**src/rtl/riscv_pkg.sv**
```systemverilog
// Shared types and constants for the RV32M iterative divider.
package riscv_pkg;

    typedef enum logic [1:0] {
        DIV  = 2'b00,
        DIVU = 2'b01,
        REM  = 2'b10,
        REMU = 2'b11
    } div_op_t;

    typedef enum logic [1:0] {
        IDLE = 2'b00,
        CALC = 2'b01,
        DONE = 2'b10
    } div_state_t;

    localparam int DIV_STEPS = 32;

endpackage

```
**src/rtl/div_step.sv**
```systemverilog
// One combinational restoring-division step on the {rem, quo} pair.
module div_step #(
    parameter int DATA_WIDTH = 32
) (
    input  logic [DATA_WIDTH:0]   rem_in,
    input  logic [DATA_WIDTH-1:0] quo_in,
    input  logic [DATA_WIDTH-1:0] divisor,
    output logic [DATA_WIDTH:0]   rem_out,
    output logic [DATA_WIDTH-1:0] quo_out
);

    logic [DATA_WIDTH+1:0] rem_sh;
    logic [DATA_WIDTH+1:0] diff;

    // One guard bit above the remainder so the borrow is always a clean sign bit.
    assign rem_sh = {rem_in, quo_in[DATA_WIDTH-1]};
    assign diff   = rem_sh - {2'b00, divisor};

    always_comb begin
        rem_out = rem_sh[DATA_WIDTH:0];
        quo_out = {quo_in[DATA_WIDTH-2:0], 1'b0};
        if (!diff[DATA_WIDTH+1]) begin
            rem_out    = diff[DATA_WIDTH:0];
            quo_out[0] = 1'b1;
        end
    end

endmodule

```
**src/rtl/div_unit.sv**
```systemverilog
// Iterative RV32M divider (DIV/DIVU/REM/REMU), one restoring step per cycle on magnitudes.
// Define DIV_EARLY_OUT_EN to complete divide-by-zero and signed overflow directly from IDLE.
module div_unit
    import riscv_pkg::*;
#(
    parameter int DATA_WIDTH = 32,
    parameter int ADDR_WIDTH = 5
) (
    input  logic                  clk,
    input  logic                  reset,
    input  logic                  start,
    input  logic [1:0]            op,
    input  logic [DATA_WIDTH-1:0] dividend,
    input  logic [DATA_WIDTH-1:0] divisor,
    input  logic [ADDR_WIDTH-1:0] rd_in,
    input  logic                  flush,
    output logic                  busy,
    output logic                  done,
    output logic [DATA_WIDTH-1:0] result,
    output logic [ADDR_WIDTH-1:0] rd_out
);

    localparam logic [5:0] LAST_STEP = 6'(DIV_STEPS - 1);

    div_state_t            state_q, state_d;
    div_op_t               op_q, op_d, op_sel;
    logic [ADDR_WIDTH-1:0] rd_q, rd_d, rd_out_q, rd_out_d;
    logic [DATA_WIDTH:0]   rem_q, rem_d, step_rem;
    logic [DATA_WIDTH-1:0] quo_q, quo_d, step_quo;
    logic [DATA_WIDTH-1:0] dvsr_q, dvsr_d, result_q, result_d;
    logic [DATA_WIDTH-1:0] final_quo, final_rem;
    logic [5:0]            count_q, count_d;
    logic                  neg_quo_q, neg_quo_d, neg_rem_q, neg_rem_d;
    logic                  zero_q, zero_d, done_q, done_d;
    logic                  signed_op, in_zero;

    assign op_sel    = div_op_t'(op);
    assign signed_op = (op_sel == DIV) || (op_sel == REM);
    assign in_zero   = (divisor == '0);

`ifdef DIV_EARLY_OUT_EN
    localparam logic [DATA_WIDTH-1:0] MIN_NEG = {1'b1, {(DATA_WIDTH-1){1'b0}}};
    logic in_ovf, in_rem;
    assign in_ovf = signed_op && (dividend == MIN_NEG) && (divisor == '1);
    assign in_rem = (op_sel == REM) || (op_sel == REMU);
`endif

    div_step #(.DATA_WIDTH(DATA_WIDTH)) u_step (
        .rem_in  (rem_q),
        .quo_in  (quo_q),
        .divisor (dvsr_q),
        .rem_out (step_rem),
        .quo_out (step_quo)
    );

    // Divide-by-zero keeps the all-ones quotient regardless of operand signs.
    assign final_quo = (neg_quo_q && !zero_q) ? -step_quo : step_quo;
    assign final_rem = neg_rem_q ? -step_rem[DATA_WIDTH-1:0] : step_rem[DATA_WIDTH-1:0];

    always_comb begin
        state_d   = state_q;
        op_d      = op_q;
        rd_d      = rd_q;
        rem_d     = rem_q;
        quo_d     = quo_q;
        dvsr_d    = dvsr_q;
        count_d   = count_q;
        neg_quo_d = neg_quo_q;
        neg_rem_d = neg_rem_q;
        zero_d    = zero_q;
        result_d  = result_q;
        rd_out_d  = rd_out_q;
        done_d    = 1'b0;
        case (state_q)
            IDLE: begin
                if (start && !flush) begin
                    op_d      = op_sel;
                    rd_d      = rd_in;
                    rem_d     = '0;
                    count_d   = '0;
                    quo_d     = (signed_op && dividend[DATA_WIDTH-1]) ? -dividend : dividend;
                    dvsr_d    = (signed_op && divisor[DATA_WIDTH-1]) ? -divisor : divisor;
                    neg_quo_d = signed_op && (dividend[DATA_WIDTH-1] ^ divisor[DATA_WIDTH-1]);
                    neg_rem_d = signed_op && dividend[DATA_WIDTH-1];
                    zero_d    = in_zero;
                    state_d   = CALC;
`ifdef DIV_EARLY_OUT_EN
                    if (in_zero || in_ovf) begin
                        state_d  = DONE;
                        done_d   = 1'b1;
                        rd_out_d = rd_in;
                        if (in_zero) begin
                            result_d = in_rem ? dividend : '1;
                        end else begin
                            result_d = in_rem ? '0 : MIN_NEG;
                        end
                    end
`endif
                end
            end
            CALC: begin
                if (flush) begin
                    state_d = IDLE;
                end else begin
                    rem_d   = step_rem;
                    quo_d   = step_quo;
                    count_d = count_q + 6'd1;
                    // Final step: fold sign correction into the result register write.
                    if (count_q == LAST_STEP) begin
                        state_d  = DONE;
                        done_d   = 1'b1;
                        rd_out_d = rd_q;
                        result_d = ((op_q == REM) || (op_q == REMU)) ? final_rem : final_quo;
                    end
                end
            end
            DONE: begin
                state_d = IDLE;
            end
            default: begin
                state_d = IDLE;
            end
        endcase
    end

    always_ff @(posedge clk) begin
        if (reset) begin
            state_q   <= IDLE;
            op_q      <= DIV;
            rd_q      <= '0;
            rem_q     <= '0;
            quo_q     <= '0;
            dvsr_q    <= '0;
            count_q   <= '0;
            neg_quo_q <= 1'b0;
            neg_rem_q <= 1'b0;
            zero_q    <= 1'b0;
            result_q  <= '0;
            rd_out_q  <= '0;
            done_q    <= 1'b0;
        end else begin
            state_q   <= state_d;
            op_q      <= op_d;
            rd_q      <= rd_d;
            rem_q     <= rem_d;
            quo_q     <= quo_d;
            dvsr_q    <= dvsr_d;
            count_q   <= count_d;
            neg_quo_q <= neg_quo_d;
            neg_rem_q <= neg_rem_d;
            zero_q    <= zero_d;
            result_q  <= result_d;
            rd_out_q  <= rd_out_d;
            done_q    <= done_d;
        end
    end

    assign busy   = (state_q == CALC);
    assign done   = done_q && !flush;
    assign result = result_q;
    assign rd_out = rd_out_q;

endmodule

```
**config.mk**
```make
export PLATFORM = sky130hd
export DESIGN_NAME = div_unit
export DESIGN_NICKNAME = d
export VERILOG_FILES = /design/src/rtl/riscv_pkg.sv /design/src/rtl/div_step.sv /design/src/rtl/div_unit.sv
export SDC_FILE = /design/constraint.sdc
export NUM_CORES = 1
export LEC_CHECK = 0
export CAP_MARGIN = 10
export CORE_MARGIN = 2
export CORE_UTILIZATION = 59
export DETAILED_ROUTE_END_ITERATION = 10
export GPL_TIMING_DRIVEN = 0
export PLACE_DENSITY_LB_ADDON = 0.2
export REMOVE_ABC_BUFFERS = 1
export SYNTH_ARGS = -nofsm -noshare
export SYNTH_HDL_FRONTEND = slang
export SYNTH_SLANG_ARGS = --single-unit
```
**constraint.sdc**
```tcl
create_clock -name clk -period 5.91 [get_ports clk]
set_input_delay 0.591 -clock clk [delete_from_list [all_inputs] [get_ports clk]]
set_output_delay 0.591 -clock clk [all_outputs]
set_load 0.1 [all_outputs]
```
# Yosys cells after proc, flatten, opt, wreduce, memory -nomap -nowiden

Cells that the tools add are included.

Register bits: 153
Bits of input ports: 75
Output and inout port bits: 39

Add/subtract/negate cells: 6
Equal/unequal tests: 8
Muxes and demuxes: 21
Bitwise logic cells: 3
Reduce and logical (&&, ||, !) cells: 19

Operators with widths:

| cell                                                                     | number |
|---|---|
| 32-bit two-way mux                                                       | 7 |
| 32-bit negator                                                           | 4 |
| 33-bit two-way mux                                                       | 3 |
| 33-bit case mux with 2 select lines                                      | 1 |
| 32-bit case mux with 2 select lines                                      | 1 |
| 34-bit by 32-bit subtractor with 34-bit output                           | 1 |
| 32-bit logical NOT                                                       | 1 |
| 6-bit two-way mux                                                        | 2 |
| 6-bit case mux with 2 select lines                                       | 1 |
| 6-bit by 1-bit adder with 6-bit output (second input constant)           | 1 |
| 2-bit equality test (second input constant)                              | 3 |
| 6-bit by 5-bit equality test with 1-bit output (second input constant)   | 1 |
| 1-bit logical AND                                                        | 6 |
| 2-bit two-way mux                                                        | 3 |
| 3-bit AND reduction                                                      | 2 |
| 2-bit logical NOT                                                        | 2 |
| 2-bit inequality test (second input constant)                            | 2 |
| 2-bit case mux with 2 select lines                                       | 1 |
| 2-bit AND reduction                                                      | 2 |
| 3-bit by 2-bit inequality test with 1-bit output (second input constant) | 1 |
| 3-bit OR reduction                                                       | 1 |
| 2-bit by 1-bit equality test with 1-bit output (second input constant)   | 1 |
| 1-bit logical NOT                                                        | 2 |
| 1-bit logical OR                                                         | 2 |
| 4 further kinds                                                          | 6 |

# Logic depth before layout (Yosys ltp)

Depth in word-level cells: 6
Depth in mapped cells: 23
Mapped depth without buffers: 20

# By module

From an unflattened synthesis, not the netlist that was laid out.

Cells, all modules: 1,421
Area, all modules: 10,951.8 um^2

Modules (own cells, without submodules):

| module   | times used | cells an instance | area each (um^2) | sequential area each (um^2) |
|---|---|---|---|---|
| div_unit | 1          | 1,062             | 8,548.2          | 3,042.9 |
| div_step | 1          | 359               | 2,403.6          | 0.0 |

# Least setup slack after synthesis

Ideal clock, no wire load.

Path type: flip-flop to flip-flop
Start point: register dvsr_q[12]
End point: register result_q[28], in the netlist result[28]
Setup time: 0.137 ns
Arrival: 4.529 ns
Required time: 5.773 ns
Slack: 1.244 ns
Cell stages (with the launch flop): 23
Period minus slack after synthesis: 4.666 ns
Cells stage by stage: dfxtp_1 > inv_1 > ha_1 > buf_6 > a21o_1 > a311oi_1 > nor3_1 > o31a_1 > nor3_4 > nor2_8 > inv_2 > buf_2 > buf_1 > o21ai_0 > inv_1 > ha_1 > inv_1 > nor4_1 > a211oi_1 > or4_4 > or4_1 > nand3_1 > a211oi_1

Cells in the longest elaborated chain, start to end: 5
Elaborated cells between the ends (all ways): 8

Ends and longest elaborated chain:

| what                                                    | RTL line                       | source |
|---|---|---|
| start: declaration                                      | div_unit.sv:30                 | `logic [DATA_WIDTH-1:0] dvsr_q, dvsr_d, result_q, result_d;` |
| start signal: assignment                                | div_unit.sv:147                | `dvsr_q <= dvsr_d;` |
| 34-bit by 32-bit subtractor with 34-bit output (*)      | div_step.sv:17                 | `assign diff = rem_sh - {2'b00, divisor};` |
| 1-bit two-way mux or 33-bit two-way mux (tied branches) | div_step.sv:22                 | `if (!diff[DATA_WIDTH+1]) begin` |
| 32-bit negator, on equally long branches                | div_unit.sv:57, div_unit.sv:58 |  |
| 32-bit two-way mux, on equally long branches            | div_unit.sv:57, div_unit.sv:58 |  |
| 32-bit two-way mux (*)                                  | div_unit.sv:113                | `result_d = ((op_q == REM) \|\| (op_q == REMU)) ? final_rem : final_quo;` |
| end signal: assignment                                  | div_unit.sv:152                | `result_q <= result_d;` |
| end: declaration                                        | div_unit.sv:30                 |  |

Every way passes the cells marked *; elsewhere a longest branch is shown, timed or not.
A chain may end at the register's enable or synchronous reset.

# Final worst setup path

Start point: register rem_q[23]
End point: register result_q[28], in the netlist result[28]

Cells in the longest elaborated chain, start to end: 5
Elaborated cells between the ends (all ways): 8

Ends and longest elaborated chain:

| what                                                    | RTL line                       | source |
|---|---|---|
| start: declaration                                      | div_unit.sv:28                 | `logic [DATA_WIDTH:0] rem_q, rem_d, step_rem;` |
| start signal: assignment                                | div_unit.sv:145                | `rem_q <= rem_d;` |
| 34-bit by 32-bit subtractor with 34-bit output          | div_step.sv:17                 |  |
| 1-bit two-way mux or 33-bit two-way mux (tied branches) | div_step.sv:22                 |  |
| 32-bit negator, on equally long branches                | div_unit.sv:57, div_unit.sv:58 |  |
| 32-bit two-way mux, on equally long branches            | div_unit.sv:57, div_unit.sv:58 |  |
| 32-bit two-way mux (*)                                  | div_unit.sv:113                |  |

Marked as above.

==> flow_metrics.env <==
export IMPL_fmax_mhz=179.3
export IMPL_cts_hold_fix_buffers=0
export IMPL_ys_types=86
export IMPL_start_kind="flip-flop"
export IMPL_maxSlewHeadroom_pct=24.21
export IMPL_die_area_sq_um=20560
export IMPL_syn_instance_count=1560
export IMPL_totalWireLength_um=34630
export IMPL_diodes=0
export IMPL_fin_cells=1889
export IMPL_setup_viol=0
export IMPL_layout_drive_gt1_share_pct=6.323
export IMPL_power_density_nw_per_um2=219.7
export IMPL_netlist_area_sq_um=11460
export IMPL_synth_edf_count=0
export IMPL_path_cells="ha_1 > nand4_1 > or3_1 > nor3_2 > o31ai_2 > a21oi_4 > nor2_8 > inv_4 > o21ai_0 > inv_1 > ha_1 > inv_1 > nor4_1 > a211oi_1 > or4_4 > or4_1 > nand3_1 > a211oi_1"
export IMPL_tritoncts="built"
export IMPL_cp_end_kind="flip-flop"
export IMPL_period_needed_ns=5.578
export IMPL_start_util_pct=60.66
export IMPL_clk_pin_slew_ns=0.07
export IMPL_drc_errors=0
export IMPL_drt_iter0_markers=1007
export IMPL_synth_flop_cell="dfxtp_1"
export IMPL_skew_ns=0.008591
export IMPL_hold_viol_final=0
export IMPL_hold_ws_ns=0.4548
export IMPL_clkLatencyLatePin_ns=0.44
export IMPL_worstMarginPinSlew_ns=1.134
export IMPL_grt_ovfl_total=0
export IMPL_htree_num_levels=4
export IMPL_antenna_found_initial=0
export IMPL_rsz0062_at_grt="false"
export IMPL_tns_ns=0
export IMPL_drv_cap=0
export IMPL_cts_buffer_depth=2
export IMPL_area_growth_syn_to_layout_pct=17.19
export IMPL_final_cell_mix="230 x nor2_1, 152 x dfxtp_1, 145 x a21oi_1"
export IMPL_num_vias=11830
export IMPL_dieHeight_um=143.4
export IMPL_cp_top_family="simple AND/OR/NAND/NOR gates"
export IMPL_yosys_warnings=0
export IMPL_row_count=50
export IMPL_dr_pass1_iters=5
export IMPL_seq_area_frac_synth_pct=26.55
export IMPL_peakVddDrop_mv=0.2122
export IMPL_synth_seq_cells=152
export IMPL_dp_hpwl_um=25490
export IMPL_synth_largest_area_cell="dfxtp_1"
export IMPL_cts_made_buffers=17
export IMPL_status="complete, no violations"
export IMPL_post_synth_cell_area_avg_sq_um=7.347
export IMPL_clock_sinks=152
export IMPL_async_flop_share_pct=0
export IMPL_yosys_top_cells_area="dfxtp_1 27%, nor2_1 7.6%, a21oi_1 6.3%, xor2_1 5.7%, a211oi_1 5.0%"
export IMPL_crit_slowest_cell="or4_4"
export IMPL_required_ns=6.22
export IMPL_final_common_cell="nor2_1"
export IMPL_drv_slew=0
export IMPL_io_buffers=113
export IMPL_min_delay_path_class="flip-flop to flip-flop"
export IMPL_crit_type="flip-flop to flip-flop"
export IMPL_cts_root_buffer="clkbuf_16"
export IMPL_crit_path_max_fanout=33
export IMPL_core_sq_um=18890
export IMPL_dieWidth_um=143.4
export IMPL_place_inst=1853
export IMPL_via_per_inst=6.260
export IMPL_final_area_sq_um=13430
export IMPL_slowest_delay_ns=0.57
export IMPL_num_nets_final=1729
export IMPL_io_pins=114
export IMPL_grt_usage_pct=34.04
export IMPL_drtAntennaViolNets=0
export IMPL_fin_crit_sh_pct=94.39
export IMPL_grt_max_degree=107
export IMPL_postPlaceCellArea_sq_um=12790
export IMPL_leakage_nw=4.977
export IMPL_critPathArrivalTime_ns=5.89
export IMPL_gp_congestion=0.9509
export IMPL_crit_buf_inv=3
export IMPL_grt_pass1_vias=10930
export IMPL_wl_per_cell_um=18.33
export IMPL_yosysTopAreaCellShare_pct=26.55
export IMPL_grt_first_pass_wirelength_um=55850
## path summary, 6_finish.rpt
kind	from	to	slack (ns)	cells after the start
setup / recovery	rem_q[23]	result[28]	0.33	18
hold / removal	rd_out[3]	rd_out[3]	0.45	2
setup reg to reg	rem_q[23]	result[28]	0.33	18
hold reg to reg	rd_out[3]	rd_out[3]	0.45	2
## layout make-up
cell class | count | area, sq um
fill | 1625 | 5461
clock inverter | 15 | 175.2
inverter | 57 | 216.5
clock buffer | 17 | 425.4
timing repair buffer | 134 | 1399
tap | 260 | 325.3
multi-input combinational | 1254 | 7848
sequential | 152 | 3043
## logic make-up after synthesis
| group | Yosys count | synth area share (%) |
|---|---|---|
| and+or+nand+nor | 572 | 23.33 |
| AOI/OAI and AO/OA | 485 | 28.08 |
| buffers and inverters | 155 | 5.360 |
| DFF | 152 | 26.55 |
| xor gates and xnor gates | 130 | 9.934 |
| adders and majority gates | 38 | 4.214 |
| muxes | 28 | 2.533 |
## cell usage after synthesis, types with 5 or more instances
cell type  number
nor2_1        232
dfxtp_1       152
a21oi_1       145
nand2_1       140
o21ai_0        77
a211oi_1       76
clkbuf_1       75
xor2_1         74
xnor2_1        56
inv_1          55
nor3_1         52
ha_1           37
nor4_1         25
o31ai_1        25
mux2i_1        23
a22oi_1        21
or3_1          20
nand2b_1       15
nand3_1        15
nor2b_1        15
a31oi_1        14
a21o_1         12
o41ai_1        12
a311oi_1       11
buf_2          11
o211ai_1       11
a211o_1        10
o21a_1          9
buf_1           8
or4_1           8
and2_1          7
nand4_1         7
o22ai_1         6
or2_2           6
o31a_1          5
## what timing repair did
| action | in CTS | in global routing |
|---|---|---|
| resized for setup | 1 | 2 |
| setup buffers | 0 | 3 |
| pin swaps | 0 | 2 |
| gates cloned | 0 | 1 |
| endpoints found under the setup margin | 2 | 4 |
## layer usage
layer	track usage [%]	vias up	routed length [um]
met4	12.38	0	1014
met1	48.25	5540	15490
li1	-	5766	-
met3	4.299	74	2657
met2	53.13	445	15470
met5	0	-	0
## power breakdown
group          switching [mW]  leakage [nW]  internal, mW
Combinational           0.442          3.46         0.283
Clock                   0.551         0.282         0.570
Sequential             0.0451          1.23          1.06
Total                    1.04          4.98          1.91
## worst min-delay path, cell delays in order (launching register included)
cell     delay, ns
dfxtp_1       0.31
nand2_1       0.05
a21oi_1       0.05
## state kept, by name, indices dropped and copies added, names as in the netlist, 2 cells and up
| register | cells |
|---|---|
| state_q | 2 |
| dvsr_q | 32 |
| rd_q | 5 |
| rem_q | 33 |
| result | 32 |
| rd_out | 5 |
| count_q | 6 |
| quo_q | 32 |
## metrics by stage
| step | power [mW] | setup WS (ns) | util [%] |
|---|---|---|---|
| after floorplan | 1.589 | -6.431 | - |
| after global placement | 1.815 | -16.86 | 66.25 |
| after detailed placement | 1.830 | -0.07722 | 67.68 |
| after CTS | 2.931 | 0.05286 | 70.90 |
| after global routing | 3.069 | 0.03873 | 71.09 |
| final | 2.950 | 0.3316 | 71.09 |
(Power assumes the default switching activity.)
